$ cat src/rtl/piso_serializer.sv
// piso_serializer: parallel-in / serial-out word serializer with a one-word
// holding register, so that back-to-back words stream without gaps.
//
// Parameters
//   WIDTH       word length in bits (2..32)
//   MSB_FIRST   1: bit WIDTH-1 leaves first, 0: bit 0 leaves first
// Ports
//   Clk          clock, all state changes on its rising edge
//   Rst_n        asynchronous active-low reset
//   Load_valid   a parallel word is offered on D
//   D            parallel word
//   Load_ready   a word can be accepted this cycle (decoded from hold_full)
//   Q            serial data bit
//   Q_valid      Q carries a valid bit
//   Frame_start  Q carries the first bit of a word
//   Last         Q carries the last bit of a word
module piso_serializer #(
    parameter int unsigned WIDTH     = 4,
    parameter bit          MSB_FIRST = 1'b1
) (
    input  logic             Clk,
    input  logic             Rst_n,
    input  logic             Load_valid,
    input  logic [WIDTH-1:0] D,
    output logic             Load_ready,
    output logic             Q,
    output logic             Q_valid,
    output logic             Frame_start,
    output logic             Last
);

    localparam int unsigned CNT_W = (WIDTH > 1) ? $clog2(WIDTH) : 1;
    localparam logic [CNT_W-1:0] CNT_LAST = CNT_W'(WIDTH - 1);

    typedef enum logic {
        IDLE  = 1'b0,
        SHIFT = 1'b1
    } state_e;

    state_e           state_q, state_d;
    logic [CNT_W-1:0] cnt_q, cnt_d;
    logic [WIDTH-1:0] shift_q, shift_d;
    logic [WIDTH-1:0] hold_q, hold_d;
    logic             hold_full_q, hold_full_d;

    logic             q_out_q, q_out_d;
    logic             q_valid_q, q_valid_d;
    logic             frame_start_q, frame_start_d;
    logic             last_q, last_d;

    logic             accept;
    logic [WIDTH-1:0] shift_adv;

    // Ready depends only on registered state, never on Load_valid.
    assign Load_ready  = ~hold_full_q;
    assign Q           = q_out_q;
    assign Q_valid     = q_valid_q;
    assign Frame_start = frame_start_q;
    assign Last        = last_q;

    // Next-state logic: shifter, counter, holding register and FSM.
    always_comb begin
        state_d     = state_q;
        cnt_d       = cnt_q;
        shift_d     = shift_q;
        hold_d      = hold_q;
        hold_full_d = hold_full_q;
        accept      = Load_valid & ~hold_full_q;

        // The bit to emit always sits at the output end of the shifter.
        if (MSB_FIRST) begin
            shift_adv = {shift_q[WIDTH-2:0], 1'b0};
        end else begin
            shift_adv = {1'b0, shift_q[WIDTH-1:1]};
        end

        case (state_q)
            IDLE: begin
                if (accept) begin
                    shift_d = D;
                    cnt_d   = '0;
                    state_d = SHIFT;
                end
            end
            SHIFT: begin
                if (cnt_q != CNT_LAST) begin
                    shift_d = shift_adv;
                    cnt_d   = cnt_q + CNT_W'(1);
                    if (accept) begin
                        hold_d      = D;
                        hold_full_d = 1'b1;
                    end
                end else if (hold_full_q) begin
                    // Buffered word follows immediately; ready was low, so no accept.
                    shift_d     = hold_q;
                    hold_full_d = 1'b0;
                    cnt_d       = '0;
                end else if (accept) begin
                    shift_d = D;
                    cnt_d   = '0;
                end else begin
                    shift_d = '0;
                    cnt_d   = '0;
                    state_d = IDLE;
                end
            end
            default: begin
                state_d = IDLE;
            end
        endcase

        // Outputs are registered from next-state values so they line up
        // with the state they describe, one cycle after the accepting edge.
        q_valid_d     = (state_d == SHIFT);
        frame_start_d = q_valid_d && (cnt_d == '0);
        last_d        = q_valid_d && (cnt_d == CNT_LAST);
        q_out_d       = q_valid_d && (MSB_FIRST ? shift_d[WIDTH-1] : shift_d[0]);
    end

    // State and output registers.
    always_ff @(posedge Clk or negedge Rst_n) begin
        if (!Rst_n) begin
            state_q       <= IDLE;
            cnt_q         <= '0;
            shift_q       <= '0;
            hold_q        <= '0;
            hold_full_q   <= 1'b0;
            q_out_q       <= 1'b0;
            q_valid_q     <= 1'b0;
            frame_start_q <= 1'b0;
            last_q        <= 1'b0;
        end else begin
            state_q       <= state_d;
            cnt_q         <= cnt_d;
            shift_q       <= shift_d;
            hold_q        <= hold_d;
            hold_full_q   <= hold_full_d;
            q_out_q       <= q_out_d;
            q_valid_q     <= q_valid_d;
            frame_start_q <= frame_start_d;
            last_q        <= last_d;
        end
    end

endmodule
$ cat config.mk
export PLATFORM = sky130hd
export DESIGN_NAME = piso_serializer
export DESIGN_NICKNAME = d
export VERILOG_FILES = /design/src/rtl/piso_serializer.sv
export SDC_FILE = /design/constraint.sdc
export NUM_CORES = 1
export LEC_CHECK = 0
export CAP_MARGIN = 20
export CORE_MARGIN = 2
export CORE_UTILIZATION = 45
export CTS_CLUSTER_SIZE = 30
export DETAILED_ROUTE_END_ITERATION = 6
export PLACE_DENSITY_LB_ADDON = 0.08
export SYNTH_ARGS = -nofsm -noshare
export SYNTH_HDL_FRONTEND = slang
export SYNTH_SLANG_ARGS = --single-unit
$ cat constraint.sdc
create_clock -name Clk -period 2.22 [get_ports Clk]
set_clock_uncertainty 0.1 [all_clocks]
set_input_delay 0.222 -clock Clk [delete_from_list [all_inputs] [get_ports Clk]]
set_output_delay 0.222 -clock Clk [all_outputs]
set_load 0.02 [all_outputs]
==> metrics.cfg, run 1 <==
[synthesis]
ys_types = 26
syn_inst = 69
yosysWarnings = 0
synth_area_um2 = 738
synthTopCellsByArea = dfrtp_1, mux2_2, nand2_1
synth.top_cell.area_share = 0.508
synth-seq-cells = 15
synth_top_cell_by_area = dfrtp_1
seq_area_frac_synth = 0.508
syn_area_per_cell_um2 = 10.7
syn_nets = 77

[critical_path]
crit_chain = ha_1 > nand2b_1 > nor2_1 > mux2_2
cp-end-kind = flip-flop
path_max_fanout = 5
crit_arrival_ns = 1.85
worst_path_max_delay_cell = dfrtp_1
critPathLaunchType = flip-flop
cp_top_family = simple AND/OR/NAND/NOR gates
slowest_delay_ns = 0.44
critPathRequiredTime_ns = 2.29
critPathBufInv = 0
crit_type = flip-flop to flip-flop

[timing]
fin_tns_setup_ns = 0
period_minus_slack_ns = 1.77
fmax_mhz = 563
finalCritPeriodShare = 0.799
worstMarginPinSlew_ns = 0.693
max_slew_margin = 0.536
hold_ws_ns = 0.245
rsz0062_at_grt = no
setup_violations = 0
drv_slew = 0
final_hold_viol_count = 0

[clocking]
cts_hold_buf = 0
htreeDepth = 1
cts.reportedPaths.clkPinSlew_ns = 0.09
cts_setup_buffers = 0
cts_tree = done
cts_buffers = 3
clock_sinks = 15
clockRootBuffer = clkbuf_4
clk_path_buf_depth = 2
cts_resized = 0
insertion_delay_ns = 0.29

[place]
hpwl_mm = 1.01
port_buffers = 11
placed_area_um2 = 845
routabilityCongestion = 0.744

[route]
vias = 535
first_iter_violations = 11
drt_first_pass_iters = 4
wirelength_mm = 1.38
ant_nets = 0
viasPerCell = 5.52
avgRoutedWirePerCell_um = 14.2
drc = 0

[pwr]
power.leakage_uw = 0.000401
power-per-cell-area_mw_per_mm2 = 1440
irDropWorstVdd_mv = 0.689

[global_routing]
grt_pass1_wl_mm = 2.35
track_usage = 0.167
grt_overflow = 0
antenna_found_initial = 0
first_global_vias = 504
grt_max_degree = 19

[finish]
final_layout_size_suffix_gt1_frac = 0.148
post-route-util = 0.571
n_antenna_cell = 0
syn_to_final_growth_pct = 18.0
final_common_cell = dfrtp_1
final_nets = 90
finish.instance_area_um2 = 871
final_cell_mix = dfrtp_1, clkdlybuf4s50_1, nand2_1
fillers = 140

[floorplanning]
rows = 14
fp.coreArea_mm2 = 0.00152
start_util = 0.484
io_pins = 12
dieWidth_um = 44.5
die_area_mm2 = 0.00198
die_h_um = 44.5

[run_status]
status = finished, final reports clean

[min_path]
hold_class = input pin to async pin

[flow_run]
maxCapViolCount = 0

worst reg2reg max path: stages (launching register included):
cell and delay (ns):
dfrtp_1 0.44, ha_1 0.28, nand2b_1 0.21, nor2_1 0.26
mux2_2 0.37
state kept, by name, indices dropped and copies added (netlist names):
name and flops:
Q_valid 1, hold_full_q 1, Q 1, Last 1, hold_q 4, cnt_q 2
Frame_start 1, shift_q 4
routing by layer:
layer,part of all wire,up-vias,GRT usage,wire length [µm]
met5,0,-,0,0
met4,0.012,0,0.0727,17
met3,0.047,3,0.0367,65
met2,0.45,17,0.241,622
met1,0.49,249,0.240,676
li1,-,266,-,-
layout make-up:
cell class                      count  area (µm²)  area share
Timing Repair Buffer               13         125       0.144
Sequential cell                    15         375       0.431
Clock buffer                        4        26.3      0.0302
Inverter                            3        11.3      0.0129
Tap cell                           16        20.0      0.0230
Multi-Input combinational cell     46         313       0.359
kinds of logic (layout without fill, tap and decap cells):
group	after synthesis	count (layout)	synth area share
simple gates	21	21	0.139
compound gates	18	18	0.180
flops	15	15	0.508
buf+inv	8	20	0.0678
mux	6	6	0.0881
fa+ha+maj	1	1	0.0169
worst paths after layout:
check / startpoint / endpoint / slack [ns] / depth (start not counted)
setup / recovery: cnt_q[0]$_DFF_PN0_ / hold_q[1]$_DFFE_PN0P_ / 0.45 / 4
hold / removal: Rst_n / cnt_q[0]$_DFF_PN0_ / 0.25 / 1
setup reg to reg: cnt_q[0]$_DFF_PN0_ / hold_q[1]$_DFFE_PN0P_ / 0.45 / 4
hold reg to reg: hold_q[1]$_DFFE_PN0P_ / hold_q[1]$_DFFE_PN0P_ / 0.42 / 1
max in group asynchronous: Rst_n / hold_q[3]$_DFFE_PN0P_ / 1.33 / 1
min in group Clk: hold_q[1]$_DFFE_PN0P_ / hold_q[1]$_DFFE_PN0P_ / 0.42 / 1
power by group:
group	switching [µW]	internal, µW
Sequential	85.7	403
Clock	87.6	69.8
Combinational	303	304
stage by stage:
step	total power (µW)	worst slack [ns]	instances
finish	1250	0.445	97
global route	1360	0.342	97
CTS	1260	0.447	97
detailed placement	1100	0.338	93
global placement	1090	0.362	93
floorplan	940	0.662	69
cell usage after synthesis:
| library cell | n |
|---|---|
| and3b_1 | 1 |
| mux2i_1 | 2 |
| dfrtp_1 | 15 |
| nor3_1 | 1 |
| o22ai_1 | 3 |
| a221oi_2 | 1 |
| mux2_2 | 4 |
| buf_6 | 2 |
| ha_1 | 1 |
| a21bo_2 | 1 |
| a221oi_1 | 1 |
| nand2b_4 | 1 |
| nor2_1 | 6 |
| inv_1 | 3 |
| a21oi_1 | 4 |
| a32o_1 | 1 |
| nand2b_1 | 2 |
| nand2_1 | 9 |
| nor2b_1 | 1 |
| buf_4 | 1 |
| o221ai_1 | 2 |
| buf_1 | 1 |
| a21bo_1 | 1 |
| a211oi_1 | 1 |
| buf_2 | 1 |
| o21ai_0 | 3 |
No activity file was read; power rests on OpenSTA's default activity.
==> inputs of run 2 (changes only) <==
==> constraint.sdc (replaced) <==
create_clock -name Clk -period 1.4 [get_ports Clk]
set_clock_uncertainty 0.1 [all_clocks]
set_input_delay 0.14 -clock Clk [delete_from_list [all_inputs] [get_ports Clk]]
set_output_delay 0.14 -clock Clk [all_outputs]
set_load 0.02 [all_outputs]
==> metrics.cfg, run 2 (synthesis gave the netlist of run 1 again) <==
[floorplanning]
dieWidth_um = 44.5  ; unchanged
start_util = 0.484  ; unchanged
io_pins = 12  ; unchanged
die_area_mm2 = 0.00198  ; unchanged
fp.coreArea_mm2 = 0.00152  ; unchanged
rows = 14  ; unchanged
die_h_um = 44.5  ; unchanged

[finish]
post-route-util = 0.667  ; +0.0961
fin_cells = 105  ; +8.2%
final_cell_mix = dfrtp_1, nand2_1, buf_4
final_common_cell = dfrtp_1
largestRegisters = hold_q: 4 flops, shift_q: 4 flops, cnt_q: 2 flops
n_antenna_cell = 0  ; unchanged
final_nets = 98  ; +8.9%
finish.instance_area_mm2 = 0.00102  ; +17%
syn_to_final_growth_pct = 37.8
final_layout_size_suffix_gt1_frac = 0.326  ; +0.178

[route]
drt_first_pass_iters = 4  ; unchanged
first_iter_violations = 11  ; unchanged
viasPerCell = 5.62  ; +1.9%
wirelength_mm = 1.57  ; +13%
vias = 590  ; +10%
ant_nets = 0  ; unchanged
drc = 0  ; unchanged
avgRoutedWirePerCell_um = 14.9  ; +4.6%

[critical_path]
worst_path_max_delay_cell = dfrtp_1
crit_chain = ha_4 > nand2b_4 > nor2_4 > mux2_2
rrSetupSlack_ns = -0.05  ; -0.50 ns
critPathRequiredTime_ns = 1.48  ; -0.81 ns
r2r_start = cnt_q[0]$_DFF_PN0_
r2r-end = hold_q[0]$_DFFE_PN0P_
crit_type = flip-flop to flip-flop
path_max_fanout = 5  ; unchanged
critPathLaunchType = flip-flop
crit_arrival_ns = 1.53  ; -0.32 ns
rr_worst_depth = 4  ; unchanged
slowest_delay_ns = 0.42  ; -0.02 ns
cp-end-kind = flip-flop

[timing]
finalCritPeriodShare = 1.04  ; +0.237
period_minus_slack_ns = 1.45  ; -0.324 ns
rsz0062_at_grt = yes
setup_violations = 4  ; +4
final_hold_viol_count = 0  ; unchanged
fmax_mhz = 689  ; +22%
worst_slack_ns = -0.0507  ; -0.496 ns
drv_slew = 0  ; unchanged
worstMarginPinSlew_ns = 0.229  ; -0.465 ns
fin_tns_setup_ns = -0.137  ; -0.137 ns
max_slew_margin = 0.848  ; +0.311

[global_routing]
grt_busiest_layer = met2
gr-usage-met1 = 0.198  ; -0.0424
track_usage = 0.170  ; +0.00298
antenna_found_initial = 0  ; unchanged
first_global_vias = 553  ; +9.7%
use_met3 = 0.0408  ; +0.00408
grt_pass1_wl_mm = 2.36  ; +0.55%
grt_overflow = 0  ; unchanged
grtUsageMet2 = 0.281  ; +0.0406
grt_max_degree = 20  ; +1

[run_status]
violations = negative setup slack
status = finished, violations left

[pwr]
power.leakage_uw = 0.000488  ; +22%
fin_total_pwr_uw = 2340  ; +87%
pwr-share-clk = 0.106  ; -0.020
p_sw_uw = 883  ; +85%
power-per-cell-area_mw_per_mm2 = 2300  ; +60%
irDropWorstVdd_mv = 1.59  ; +130%
power.internal_uw = 1460  ; +88%
seq_power_share = 0.327  ; -0.063
p_comb_frac = 0.567  ; +0.083
sw_frac_of_total = 0.377  ; -0.00277

[flow_run]
maxCapViolCount = 0  ; unchanged

[clocking]
htreeDepth = 1  ; unchanged
cts_tree = done
cts_buffers = 3  ; unchanged
clock_sinks = 15  ; unchanged
cts.reportedPaths.clkPinSlew_ns = 0.10  ; about the same
cts_setup_buffers = 0  ; unchanged
clockRootBuffer = clkbuf_4
clk_path_buf_depth = 2  ; unchanged
insertion_delay_ns = 0.28  ; about the same

[place]
placedCellCount = 101  ; +8.6%
hpwl_mm = 1.16  ; +14%
placed_area_um2 = 947  ; +12%
routabilityCongestion = 0.780  ; +4.9%
port_buffers = 11  ; unchanged

[min_path]
hold_class = input pin to async pin

-- run 2: worst max path at each step --
stage                       start  slack, ns               endpoint  cells after the start
4_1_cts        cnt_q[0]$_DFF_PN0_      -0.06  hold_q[0]$_DFFE_PN0P_                      4
3_5_place_dp           Load_valid      -0.09  hold_q[3]$_DFFE_PN0P_                      4
3_3_place_gp           Load_valid      -0.07  hold_q[3]$_DFFE_PN0P_                      4
2_1_floorplan  cnt_q[0]$_DFF_PN0_      -0.04            Q$_DFF_PN0_                      5
5_1_grt        cnt_q[0]$_DFF_PN0_       -0.1  hold_q[1]$_DFFE_PN0P_                      4
6_report       cnt_q[0]$_DFF_PN0_      -0.05  hold_q[0]$_DFFE_PN0P_                      4
-- run 2: layer usage --
metal | part of all wire | vias to the layer above
li1 | - | 284
met1 | 0.44 | 291
met2 | 0.51 | 11
met3 | 0.037 | 4
met4 | 0.011 | 0
met5 | 0 | -
-- run 2: critical path, delay by kind of cell (launching register included) --
kind,cells,cell delay (ns)
muxes,1,0.35
adders and majority gates,1,0.19
DFF,1,0.42
and+or+nand+nor,2,0.29
-- run 2: metrics by stage --
step                worst slack [ns]  hold slack, ns
global placement             -0.0687           0.374
detailed placement           -0.0873           0.382
global route                 -0.0973          0.0690
finish                       -0.0507          0.0580
floorplan                    -0.0404          -0.256
CTS                          -0.0583          0.0676
-- run 2: layout make-up --
cell class | instances | area [µm²]
Clock inverter | 1 | 5.00
Multi-Input combinational cell | 46 | 388
Inverter | 3 | 11.3
Timing Repair Buffer | 21 | 195
Clock buffer | 3 | 22.5
Sequential cell | 15 | 375
Tap cell | 16 | 20.0
Fill cell | 122 | 507
-- run 2: repair_timing --
action                                  CTS  global route
hold buffers                              0             0
gates resized for setup                   9             6
pin swaps                                 2             0
endpoints found under the setup margin   10             7
-- run 2: power groups by stage --
stage | combinational (µW) | clock (µW) | sequential [µW]
2_1_floorplan | 801 | 0 | 783
3_3_place_gp | 1190 | 0 | 756
3_5_place_dp | 1220 | 0 | 762
4_1_cts | 1240 | 255 | 766
5_1_grt | 1430 | 278 | 782
6_report | 1330 | 247 | 766
